### src/rtl/midi_event_parser.sv
// MIDI byte-stream parser with running status, SysEx skipping, a channel window and an event FIFO.
// Define MIDI_REALTIME_EN to forward F8/FA/FB/FC real-time bytes as ev_type 7 events.
module midi_event_parser #(
  parameter int unsigned NUM_CH     = 4,
  parameter int unsigned FIFO_DEPTH = 8,
  parameter int unsigned CHW        = (NUM_CH > 1) ? $clog2(NUM_CH) : 1
) (
  input  logic                          clk_sys,
  input  logic                          reset_n,
  input  logic [3:0]                    ch_base,
  input  logic [7:0]                    in_data,
  input  logic                          in_valid,
  output logic                          in_ready,
  output logic                          ev_valid,
  input  logic                          ev_ready,
  output logic [2:0]                    ev_type,
  output logic [CHW-1:0]                ev_ch,
  output logic [6:0]                    ev_d1,
  output logic [6:0]                    ev_d2,
  output logic [$clog2(FIFO_DEPTH):0]   fifo_level
);

  localparam int unsigned AW = $clog2(FIFO_DEPTH);
  localparam int unsigned EW = 3 + CHW + 14;
  localparam logic [AW:0] FullCnt = FIFO_DEPTH[AW:0];
  localparam logic [4:0]  NumCh5  = NUM_CH[4:0];

  typedef enum logic [1:0] {StIdle, StWaitD1, StWaitD2, StSysex} state_e;

  state_e         state_q, state_d;
  logic [2:0]     typ_q, typ_d;
  logic [CHW-1:0] ch_q, ch_d;
  logic           win_q, win_d;
  logic [6:0]     d1_q, d1_d;

  logic [EW-1:0]  mem_q [FIFO_DEPTH];
  logic [AW-1:0]  wr_q, rd_q;
  logic [AW:0]    cnt_q, cnt_d;
  logic           in_ready_q;

  logic           accept, push, push_ok, pop, full;
  logic [EW-1:0]  push_ent;
  logic [4:0]     ch_abs, ch_lo, ch_hi, ch_rel;

  assign accept = in_valid && in_ready_q;
  assign ch_abs = {1'b0, in_data[3:0]};
  assign ch_lo  = {1'b0, ch_base};
  // Window is computed in 5 bits so ch_base + NUM_CH never wraps into low channels.
  assign ch_hi  = ch_lo + NumCh5;
  assign ch_rel = ch_abs - ch_lo;

  always_comb begin
    state_d  = state_q;
    typ_d    = typ_q;
    ch_d     = ch_q;
    win_d    = win_q;
    d1_d     = d1_q;
    push     = 1'b0;
    push_ent = '0;
    if (accept) begin
      if (in_data[7]) begin
        if (in_data[7:4] != 4'hF) begin
          state_d = StWaitD1;
          typ_d   = in_data[6:4];
          win_d   = (ch_abs >= ch_lo) && (ch_abs < ch_hi);
          ch_d    = ch_rel[CHW-1:0];
        end else if (in_data == 8'hF0) begin
          state_d = StSysex;
        end else if (!in_data[3]) begin
          state_d = StIdle;
        end else begin
`ifdef MIDI_REALTIME_EN
          if (in_data == 8'hF8 || in_data == 8'hFA || in_data == 8'hFB || in_data == 8'hFC) begin
            push     = 1'b1;
            push_ent = {3'd7, {CHW{1'b0}}, in_data[6:0], 7'd0};
          end
`endif
        end
      end else begin
        case (state_q)
          StWaitD1: begin
            if (typ_q == 3'd4 || typ_q == 3'd5) begin
              push     = win_q;
              push_ent = {typ_q, ch_q, in_data[6:0], 7'd0};
            end else begin
              d1_d    = in_data[6:0];
              state_d = StWaitD2;
            end
          end
          StWaitD2: begin
            push     = win_q;
            // NoteOn with zero velocity is reported as NoteOff.
            push_ent = {(typ_q == 3'd1 && in_data[6:0] == 7'd0) ? 3'd0 : typ_q,
                        ch_q, d1_q, in_data[6:0]};
            state_d  = StWaitD1;
          end
          default: ;
        endcase
      end
    end
  end

  assign full    = (cnt_q == FullCnt);
  assign push_ok = push && !full;
  assign pop     = ev_valid && ev_ready;

  always_comb begin
    cnt_d = cnt_q;
    if (push_ok && !pop) begin
      cnt_d = cnt_q + 1'b1;
    end else if (pop && !push_ok) begin
      cnt_d = cnt_q - 1'b1;
    end
  end

  always_ff @(posedge clk_sys or negedge reset_n) begin
    if (!reset_n) begin
      state_q    <= StIdle;
      typ_q      <= '0;
      ch_q       <= '0;
      win_q      <= 1'b0;
      d1_q       <= '0;
      wr_q       <= '0;
      rd_q       <= '0;
      cnt_q      <= '0;
      in_ready_q <= 1'b1;
      for (int i = 0; i < int'(FIFO_DEPTH); i++) begin
        mem_q[i] <= '0;
      end
    end else begin
      state_q    <= state_d;
      typ_q      <= typ_d;
      ch_q       <= ch_d;
      win_q      <= win_d;
      d1_q       <= d1_d;
      cnt_q      <= cnt_d;
      in_ready_q <= (cnt_d != FullCnt);
      if (push_ok) begin
        mem_q[wr_q] <= push_ent;
        wr_q        <= wr_q + 1'b1;
      end
      if (pop) begin
        rd_q <= rd_q + 1'b1;
      end
    end
  end

  assign in_ready   = in_ready_q;
  assign ev_valid   = (cnt_q != '0);
  assign fifo_level = cnt_q;
  assign {ev_type, ev_ch, ev_d1, ev_d2} = mem_q[rd_q];

endmodule

### config.mk
export PLATFORM = sky130hd
export DESIGN_NAME = midi_event_parser
export DESIGN_NICKNAME = d
export VERILOG_FILES = /design/src/rtl/midi_event_parser.sv
export SDC_FILE = /design/constraint.sdc
export NUM_CORES = 1
export LEC_CHECK = 0
export ABC_CLOCK_PERIOD_IN_PS = 2800
export BUFFER_PORTS_ARGS = -buffer_cell sky130_fd_sc_hd__buf_4
export CAP_MARGIN = 10
export CELL_PAD_IN_SITES_DETAIL_PLACEMENT = 1
export CELL_PAD_IN_SITES_GLOBAL_PLACEMENT = 2
export CORE_AREA = 5 5 145 147
export DETAILED_ROUTE_END_ITERATION = 12
export DIE_AREA = 0 0 150 152
export PLACE_DENSITY_LB_ADDON = 0.1
export SLEW_MARGIN = 40
export SYNTH_ARGS = -nofsm -noshare
export SYNTH_HDL_FRONTEND = slang
export SYNTH_SLANG_ARGS = --single-unit
### constraint.sdc
create_clock -name clk_sys -period 2.8 [get_ports clk_sys]
set_input_delay 0 -clock clk_sys [delete_from_list [all_inputs] [get_ports clk_sys]]
set_output_delay 0 -clock clk_sys [all_outputs]
set_load 0.1 [all_outputs]
==> load_flow_metrics.sql, run 1 <==
INSERT INTO impl_metrics (metric_group, metric, value, unit) VALUES
('run_status', 'run_status', 'finished, final reports clean', ''),
('timing', 'skew', '9.44', 'ps'),
('hold_path', 'hold_path.class', 'in -> reg', ''),
('place', 'dpl.hpwl', '13300', 'um'),
('layout', 'n_antenna_cell', '0', ''),
('synth', 'ys_ff_latch', '178', ''),
('clock_network', 'h-tree-depth', '4', ''),
('synth', 'synth_fp_nets', '624', ''),
('floorplan', 'initial_standard_cell_utilization_of_the_core', '0.435', ''),
('synth', 'synth_top_area_cell', 'sky130_fd_sc_hd__dfrtp_1', ''),
('grt', 'track_usage', '0.192', ''),
('timing', 'final.setup.tns', '0', 'ps'),
('place', 'io_buffers', '40', ''),
('synth', 'synth_enable_flop_cells', '0', ''),
('floorplan', 'fp-row-count', '52', ''),
('layout', 'stdcell_area', '10100', 'um^2'),
('clock_network', 'max-clock-path-buffers', '2', ''),
('clock_network', 'cts.sinks', '178', ''),
('pwr', 'power.static_leakage', '4.81', 'nW'),
('critical_path', 'r2r_slack', '220', 'ps'),
('grt', 'antenna_violations_before_repair', '0', ''),
('grt', 'number_of_global_route_vias_before_repair', '5777', ''),
('clock_network', 'clk-insertion-delay-late', '430', 'ps'),
('detailed_routing', 'dr.pass1.iters', '4', ''),
('timing', 'maxSlewHeadroom', '0.570', ''),
('pwr', 'largest_vdd_supply_drop', '0.761', 'mV'),
('detailed_routing', 'detailroute.via_count', '5077', ''),
('timing', 'fin_crit_sh', '0.922', ''),
('run', 'cap_viol_max_count', '0', ''),
('timing', 'rsz0062_at_grt', 'no', ''),
('synth', 'synthDominantCellAreaShare', '0.515', ''),
('critical_path', 'worstSetupStartpointType', 'flop', ''),
('layout', 'nets', '674', ''),
('timing', 'post-route-min-period', '2580', 'ps'),
('timing', 'timing.final.ws_setup', '217', 'ps'),
('grt', 'gr-total-overflow', '0', ''),
('hold_path', 'min_from', 'ch_base[3]', ''),
('hold_path', 'min_delay_worst_endpoint', 'win_q$_DFFE_PN0P_', ''),
('clock_network', 'post_cts.repair.setup_buffers', '0', ''),
('synth', 'ys_top_cells_by_area', 'sky130_fd_sc_hd__dfrtp_1, sky130_fd_sc_hd__mux2_2, sky130_fd_sc_hd__mux4_2, sky130_fd_sc_hd__ha_1, sky130_fd_sc_hd__clkbuf_1', ''),
('critical_path', 'worst_r2r_startpoint', 'state_q[0]$_DFFE_PN0P_', ''),
('synth', 'synthDistinctLibCells', '53', ''),
('timing', 'worst_pin_slew', '645', 'ps'),
('synth', 'synth_warnings', '0', ''),
('detailed_routing', 'number_of_drc_markers_after_the_initial_detailed_route_iteration', '197', ''),
('floorplan', 'core-area', '19800', 'um^2'),
('clock_network', 'tritoncts', 'done', ''),
('floorplan', 'die_height', '152', 'um'),
('critical_path', 'worst-r2r-cell-count', '7', ''),
('detailed_routing', 'drt_wl_total', '20400', 'um'),
('critical_path', 'critical-path-slowest-cell', 'sky130_fd_sc_hd__mux2_2', ''),
('critical_path', 'crit-reg2reg-capture', 'mem_q[11]$_DFFE_PN0P_', ''),
('synth', 'synth_ff_type', 'sky130_fd_sc_hd__dfrtp_1', ''),
('synth', 'syn_inst', '594', ''),
('timing', 'final_slew_violations', '0', ''),
('detailed_routing', 'remaining_drc_errors', '0', ''),
('floorplan', 'design.die.area', '22800', 'um^2'),
('detailed_routing', 'avgRoutedWirePerCell', '22.0', 'um'),
('timing', 'final_setup_violation_count', '0', ''),
('critical_path', 'critical_path_class', 'reg -> reg', ''),
('critical_path', 'critical_path.max_stage_delay', '430', 'ps'),
('layout', 'fillers', '1948', ''),
('grt', 'grt_first_pass_wirelength', '33700', 'um'),
('layout', 'synthToLayoutAreaGrowth', '17.1', '%'),
('floorplan', 'die_x', '150', 'um'),
('clock_network', 'worst_setup_hold_path_clk_slew', '70', 'ps'),
('critical_path', 'critPathArrivalTime', '2890', 'ps'),
('critical_path', 'worst-path-max-fanout', '19', ''),
('detailed_routing', 'post_drt_via_cell_ratio', '5.48', ''),
('grt', 'grt_start_max_net_pins', '69', ''),
('hold_path', 'whs_path_depth', '4', '');
[worst max-delay path, delay by kind of cell, from the launching register on]
family	cells	cell delay, ps
DFF	1	380
adders and majority gates	1	320
and+or+nand+nor	2	710
AOI/OAI and AO/OA	1	350
muxes	1	430
buffers and inverters	2	260
[where the power goes]
group          total, mW  leakage, nW  internal [mW]  switching, mW
Combinational       1.96         2.05          0.741           1.22
Sequential          2.97         2.44           2.76          0.210
Clock               2.69        0.325           1.61           1.07
[placed cells by master (no fill, tap or decap), types with 5 or more instances in the layout]
cell type,instances
sky130_fd_sc_hd__a21oi_1,8
sky130_fd_sc_hd__a22oi_1,7
sky130_fd_sc_hd__and2_1,9
sky130_fd_sc_hd__buf_12,7
sky130_fd_sc_hd__buf_4,53
sky130_fd_sc_hd__bufinv_16,5
sky130_fd_sc_hd__clkbuf_16,17
sky130_fd_sc_hd__dfrtp_1,173
sky130_fd_sc_hd__dlygate4sd3_1,11
sky130_fd_sc_hd__ha_1,13
sky130_fd_sc_hd__inv_1,14
sky130_fd_sc_hd__inv_6,5
sky130_fd_sc_hd__mux2_2,176
sky130_fd_sc_hd__mux4_2,38
sky130_fd_sc_hd__nand2_1,22
sky130_fd_sc_hd__nor2_1,19
sky130_fd_sc_hd__o21ai_0,9
sky130_fd_sc_hd__xnor2_1,5
[metal layers]
layer,global-route usage,routed length [um]
met1,0.260,9110
met2,0.322,10700
met3,0.0390,432
met4,0.0370,179
met5,0,0
[final cells by class]
cell class | instances | area, um^2 | share of cell area
clock buffers | 17 | 425 | 0.0422
clock inverters | 15 | 248 | 0.0246
inverters | 14 | 52.6 | 0.00522
multi-input cells | 361 | 3890 | 0.386
flip-flops and latches | 178 | 4460 | 0.443
well taps | 270 | 338 | 0.0335
repair buffers | 72 | 659 | 0.0655
[Yosys cell counts (3+ instances only)]
| cell | count |
|---|---|
| sky130_fd_sc_hd__a21oi_1 | 8 |
| sky130_fd_sc_hd__ha_1 | 13 |
| sky130_fd_sc_hd__buf_6 | 6 |
| sky130_fd_sc_hd__buf_1 | 4 |
| sky130_fd_sc_hd__xnor2_1 | 5 |
| sky130_fd_sc_hd__clkbuf_1 | 22 |
| sky130_fd_sc_hd__mux2_2 | 176 |
| sky130_fd_sc_hd__a22oi_1 | 7 |
| sky130_fd_sc_hd__nand2b_1 | 4 |
| sky130_fd_sc_hd__buf_2 | 7 |
| sky130_fd_sc_hd__dfrtp_1 | 177 |
| sky130_fd_sc_hd__nand4b_1 | 4 |
| sky130_fd_sc_hd__o21ai_0 | 9 |
| sky130_fd_sc_hd__mux4_2 | 38 |
| sky130_fd_sc_hd__o22a_1 | 3 |
| sky130_fd_sc_hd__nor2_1 | 19 |
| sky130_fd_sc_hd__nand3_1 | 4 |
| sky130_fd_sc_hd__and2_1 | 9 |
| sky130_fd_sc_hd__inv_1 | 14 |
| sky130_fd_sc_hd__a21o_1 | 3 |
| sky130_fd_sc_hd__nand2_1 | 22 |
[registers in the layout, indices dropped and copies added, names as in the netlist]
register and cells:
typ_q 3, win_q 1, fifo_level 4, mem_q 152, wr_q 3, state_q 2
d1_q 7, ch_q 2, in_ready 1, rd_q 3
[timing repair]
item,CTS,global route
endpoints found under the setup margin,0,0
hold endpoints to repair,78,0
resized for setup,0,0
hold buffers,11,0
[cell families (layout without fill, tap and decap cells)]
logic type,count (synthesis),after routing,share of synthesized area
compound gates,40,40,0.0327
xor+xnor,6,6,0.00611
fa+ha+maj,14,14,0.0212
buf+inv,55,118,0.0311
flops,178,178,0.518
mux,216,216,0.332
simple gates,85,85,0.0583
[worst max path at each step]
stage	depth (start not counted)	slack, ps	from	to
3_3_place_gp	7	310	state_q[0]$_DFFE_PN0P_	mem_q[17]$_DFFE_PN0P_
4_1_cts	7	220	state_q[0]$_DFFE_PN0P_	mem_q[11]$_DFFE_PN0P_
5_1_grt	7	90	state_q[0]$_DFFE_PN0P_	mem_q[11]$_DFFE_PN0P_
6_report	7	220	state_q[0]$_DFFE_PN0P_	mem_q[11]$_DFFE_PN0P_
3_5_place_dp	7	240	state_q[0]$_DFFE_PN0P_	mem_q[18]$_DFFE_PN0P_
2_1_floorplan	9	20	fifo_level[0]$_DFF_PN0_	mem_q[27]$_DFFE_PN0P_
[metrics by stage]
step | power (mW) | instances | utilization | hold WS (ps)
4_1_cts | 7.73 | 927 | 0.509 | 68.0
3_3_place_gp | 4.94 | 884 | 0.470 | 42.2
6_report | 7.62 | 927 | 0.509 | 80.9
3_5_place_dp | 5.00 | 884 | 0.470 | 49.5
5_1_grt | 7.99 | 927 | 0.509 | 90.4
2_1_floorplan | 4.37 | 594 | - | -296
No activity file was read; power rests on OpenSTA's default activity.
==> run 2: changes to the inputs <==
--- a/config.mk
+++ b/config.mk
@@ -5,14 +5,15 @@
 export SDC_FILE = /design/constraint.sdc
 export NUM_CORES = 1
 export LEC_CHECK = 0
+export ABC_AREA = 1
 export ABC_CLOCK_PERIOD_IN_PS = 2800
 export BUFFER_PORTS_ARGS = -buffer_cell sky130_fd_sc_hd__buf_4
 export CAP_MARGIN = 10
 export CELL_PAD_IN_SITES_DETAIL_PLACEMENT = 1
 export CELL_PAD_IN_SITES_GLOBAL_PLACEMENT = 2
-export CORE_AREA = 5 5 145 147
+export CORE_AREA = 5 5 156 158
 export DETAILED_ROUTE_END_ITERATION = 12
-export DIE_AREA = 0 0 150 152
+export DIE_AREA = 0 0 161 163
 export PLACE_DENSITY_LB_ADDON = 0.1
 export SLEW_MARGIN = 40
 export SYNTH_ARGS = -nofsm -noshare
==> load_flow_metrics.sql, run 2 <==
INSERT INTO impl_metrics (metric_group, metric, value, unit) VALUES
('critical_path', 'critPathCapture', 'mem_q[29]$_DFFE_PN0P_', ''),
('layout', 'n_antenna_cell', '0', ''),
('grt', 'track_usage', '0.196', ''),
('layout', 'nets', '1064', ''),
('critical_path', 'worstSetupStartpointType', 'flop', ''),
('critical_path', 'critPathArrivalTime', '2630', 'ps'),
('timing', 'rsz0062_at_grt', 'no', ''),
('layout', 'largest_register', 'mem_q', ''),
('detailed_routing', 'detailroute.via_count', '6932', ''),
('synth', 'synth_warnings', '0', ''),
('pwr', 'power.switching_fraction', '0.489', ''),
('detailed_routing', 'final_antenna_net_count', '0', ''),
('layout', 'mostFrequentLayoutCells', 'sky130_fd_sc_hd__nand2_1, sky130_fd_sc_hd__dfrtp_1, sky130_fd_sc_hd__o21ai_0', ''),
('layout', 'final_cell_count_no_fill', '1337', ''),
('layout', 'post_route_cells_drive_above_1_share', '0.131', ''),
('synth', 'syn_inst', '1006', ''),
('clock_network', 'clk-insertion-delay-late', '430', 'ps'),
('synth', 'ys_ff_latch', '178', ''),
('place', 'dpl.hpwl', '15600', 'um'),
('synth', 'synthDominantCellAreaShare', '0.523', ''),
('critical_path', 'crit-reg2reg-capture', 'mem_q[29]$_DFFE_PN0P_', ''),
('detailed_routing', 'dr.pass1.iters', '5', ''),
('floorplan', 'fp-row-count', '56', ''),
('place', 'io_buffers', '40', ''),
('critical_path', 'critical_path_required', '3090', 'ps'),
('pwr', 'pwr-share-comb', '0.502', ''),
('floorplan', 'die_x', '161', 'um'),
('synth', 'synth_fp_nets', '1036', ''),
('critical_path', 'startpoint', 'state_q[0]$_DFFE_PN0P_', ''),
('timing', 'worst_pin_slew', '691', 'ps'),
('synth', 'seq_area_frac_synth', '0.526', ''),
('synth', 'synthDistinctLibCells', '35', ''),
('critical_path', 'worst-path-max-fanout', '38', ''),
('timing', 'maximum_achievable_frequency', '428', 'MHz'),
('detailed_routing', 'remaining_drc_errors', '0', ''),
('timing', 'timing.final.ws_setup', '464', 'ps'),
('pwr', 'cell_internal_pwr', '5.74', 'mW'),
('grt', 'antenna_violations_before_repair', '0', ''),
('critical_path', 'setup.worst_path.end_class', 'flop', ''),
('critical_path', 'critical_path_class', 'reg -> reg', ''),
('timing', 'post-route-min-period', '2340', 'ps'),
('timing', 'maxSlewHeadroom', '0.538', ''),
('critical_path', 'r2r_slack', '460', 'ps'),
('place', 'preCtsSetupSlack', '418', 'ps'),
('critical_path', 'worst_r2r_startpoint', 'state_q[0]$_DFFE_PN0P_', ''),
('synth', 'synth_top_area_cell', 'sky130_fd_sc_hd__dfrtp_1', ''),
('pwr', 'largest_vdd_supply_drop', '0.710', 'mV'),
('pwr', 'p_seq_frac', '0.260', ''),
('layout', 'layout_commonest_cell', 'sky130_fd_sc_hd__nand2_1', ''),
('pwr', 'power.share.clock', '0.239', ''),
('grt', 'number_of_global_route_vias_before_repair', '7329', ''),
('floorplan', 'design.portCount', '41', ''),
('synth', 'async_flop_share', '1.00', ''),
('synth', 'ys_top_cells_by_area', 'sky130_fd_sc_hd__dfrtp_1, sky130_fd_sc_hd__nand2_1, sky130_fd_sc_hd__o21ai_0, sky130_fd_sc_hd__nor2_1, sky130_fd_sc_hd__o21ai_1', ''),
('hold_path', 'hold_path.class', 'in -> reg', ''),
('timing', 'skew', '11.5', 'ps'),
('synth', 'synth_ff_type', 'sky130_fd_sc_hd__dfrtp_1', ''),
('timing', 'final.setup.tns', '0', 'ps'),
('synth', 'yosys.cell_count.top_type', 'sky130_fd_sc_hd__nand2_1', ''),
('place', 'number_of_placed_cells_counting_well_taps', '1293', ''),
('synth', 'syn-mean-instance-area', '8.41', 'um^2'),
('detailed_routing', 'post_drt_via_cell_ratio', '5.18', ''),
('detailed_routing', 'number_of_drc_markers_after_the_initial_detailed_route_iteration', '324', ''),
('hold_path', 'min_from', 'ch_base[1]', ''),
('floorplan', 'design.die.area', '26200', 'um^2'),
('layout', 'synthToLayoutAreaGrowth', '16.5', '%'),
('clock_network', 'numCtsBuffers', '17', ''),
('floorplan', 'initial_standard_cell_utilization_of_the_core', '0.368', ''),
('place', 'place.gp.congestion', '0.798', ''),
('floorplan', 'die_height', '163', 'um'),
('clock_network', 'cts.sinks', '178', ''),
('pwr', 'power-per-cell-area', '1140', 'nW/um^2'),
('synth', 'yosys-top-cells-count', 'sky130_fd_sc_hd__nand2_1, sky130_fd_sc_hd__dfrtp_1, sky130_fd_sc_hd__o21ai_0, sky130_fd_sc_hd__nor2_1, sky130_fd_sc_hd__o21ai_1', ''),
('critical_path', 'worst-r2r-cell-count', '11', ''),
('clock_network', 'worst_setup_hold_path_clk_slew', '70', 'ps'),
('clock_network', 'h-tree-depth', '4', ''),
('clock_network', 'tritoncts', 'done', ''),
('timing', 'fin_crit_sh', '0.834', ''),
('synth', 'synth_enable_flop_cells', '0', ''),
('synth', 'netlist_area', '8460', 'um^2'),
('timing', 'hold_viol_final', '0', ''),
('pwr', 'totalPowerFinal', '11.2', 'mW'),
('grt', 'grt_start_max_net_pins', '79', ''),
('detailed_routing', 'drt_wl_total', '24700', 'um'),
('timing', 'finalHoldWorstSlack', '3.85', 'ps'),
('layout', 'fillers', '2756', ''),
('clock_network', 'cts_root_buffer', 'sky130_fd_sc_hd__clkbuf_16', ''),
('grt', 'grt_first_pass_wirelength', '40600', 'um'),
('detailed_routing', 'avgRoutedWirePerCell', '18.5', 'um'),
('pwr', 'power.static_leakage', '4.35', 'nW'),
('pwr', 'power_switching', '5.50', 'mW'),
('run', 'cap_viol_max_count', '0', ''),
('timing', 'final_setup_violation_count', '0', ''),
('floorplan', 'core-area', '23000', 'um^2'),
('run_status', 'run_status', 'finished, final reports clean', ''),
('layout', 'largest_register_ff_count', '152', ''),
('grt', 'gr-total-overflow', '0', ''),
('clock_network', 'max-clock-path-buffers', '2', ''),
('timing', 'final_slew_violations', '0', '');
run 2: cell families (layout without fill, tap and decap cells):
logic type,Yosys count,count (layout),synth area share
AND/OR/NAND/NOR,406,406,0.194
adder cells (fa/ha/maj),14,14,0.0216
flip-flops,178,178,0.526
XOR/XNOR,3,3,0.00310
buffers and inverters,105,146,0.0673
AO/OA/AOI/OAI,300,300,0.187
run 2: repair_timing:
action	CTS	global route
endpoints found under the setup margin	0	0
gates resized for setup	0	0
hold endpoints to repair	87	0
hold buffers	12	0
setup buffers	0	0
run 2: worst min path at each step:
| stage | endpoint | slack (ps) | depth (start not counted) |
|---|---|---|---|
| finish | ch_q[1]$_DFFE_PN0P_ | 4 | 3 |
| global route | ch_q[1]$_DFFE_PN0P_ | 20 | 3 |
| CTS | ch_q[1]$_DFFE_PN0P_ | 1 | 3 |
| detailed placement | mem_q[151]$_DFFE_PN0P_ | 120 | 1 |
| global placement | mem_q[151]$_DFFE_PN0P_ | 140 | 1 |
| floorplan | ch_q[0]$_DFFE_PN0P_ | -300 | 0 |
run 2: layout make-up:
| cell class | instances | area [um^2] | share of cell area |
|---|---|---|---|
| repair buffers | 73 | 672 | 0.0682 |
| flip-flops and latches | 178 | 4460 | 0.452 |
| clock buffers | 18 | 429 | 0.0435 |
| multi-input cells | 723 | 3560 | 0.361 |
| well taps | 290 | 363 | 0.0368 |
| inverters | 41 | 155 | 0.0157 |
| clock inverters | 14 | 221 | 0.0225 |
run 2: critical path, stage by stage, from the launching register on:
cell                       delay (ps)
sky130_fd_sc_hd__dfrtp_1          400
sky130_fd_sc_hd__inv_1             60
sky130_fd_sc_hd__ha_1             330
sky130_fd_sc_hd__inv_1            160
sky130_fd_sc_hd__nand2_4          120
sky130_fd_sc_hd__nand2_2           60
sky130_fd_sc_hd__nor2_4           190
sky130_fd_sc_hd__nand2_2           90
sky130_fd_sc_hd__clkinv_2          90
sky130_fd_sc_hd__nand2_2          380
sky130_fd_sc_hd__nand2_1          190
sky130_fd_sc_hd__o21ai_1           90
run 2: metal layers:
metal | vias up | GRT usage | part of all wire
li1 | 3402 | - | -
met5 | - | 0 | 0
met1 | 3446 | 0.276 | 0.50
met2 | 65 | 0.324 | 0.47
met3 | 19 | 0.0233 | 0.016
met4 | 0 | 0.0485 | 0.012
run 2: stage by stage:
step | area, um^2 | util
4_1_cts | 9860 | 0.429
2_1_floorplan | 8590 | -
3_5_place_dp | 9080 | 0.395
6_report | 9860 | 0.429
5_1_grt | 9860 | 0.429
3_3_place_gp | 9080 | 0.395
run 2: power by group through the flow:
| stage | Sequential, mW | Combinational, mW | Clock [mW] |
|---|---|---|---|
| floorplan | 3.16 | 4.02 | 0 |
| finish | 2.92 | 5.64 | 2.68 |
| CTS | 2.92 | 5.73 | 2.74 |
| global placement | 2.97 | 5.68 | 0 |
| detailed placement | 2.97 | 5.70 | 0 |
| global route | 2.95 | 6.07 | 2.85 |
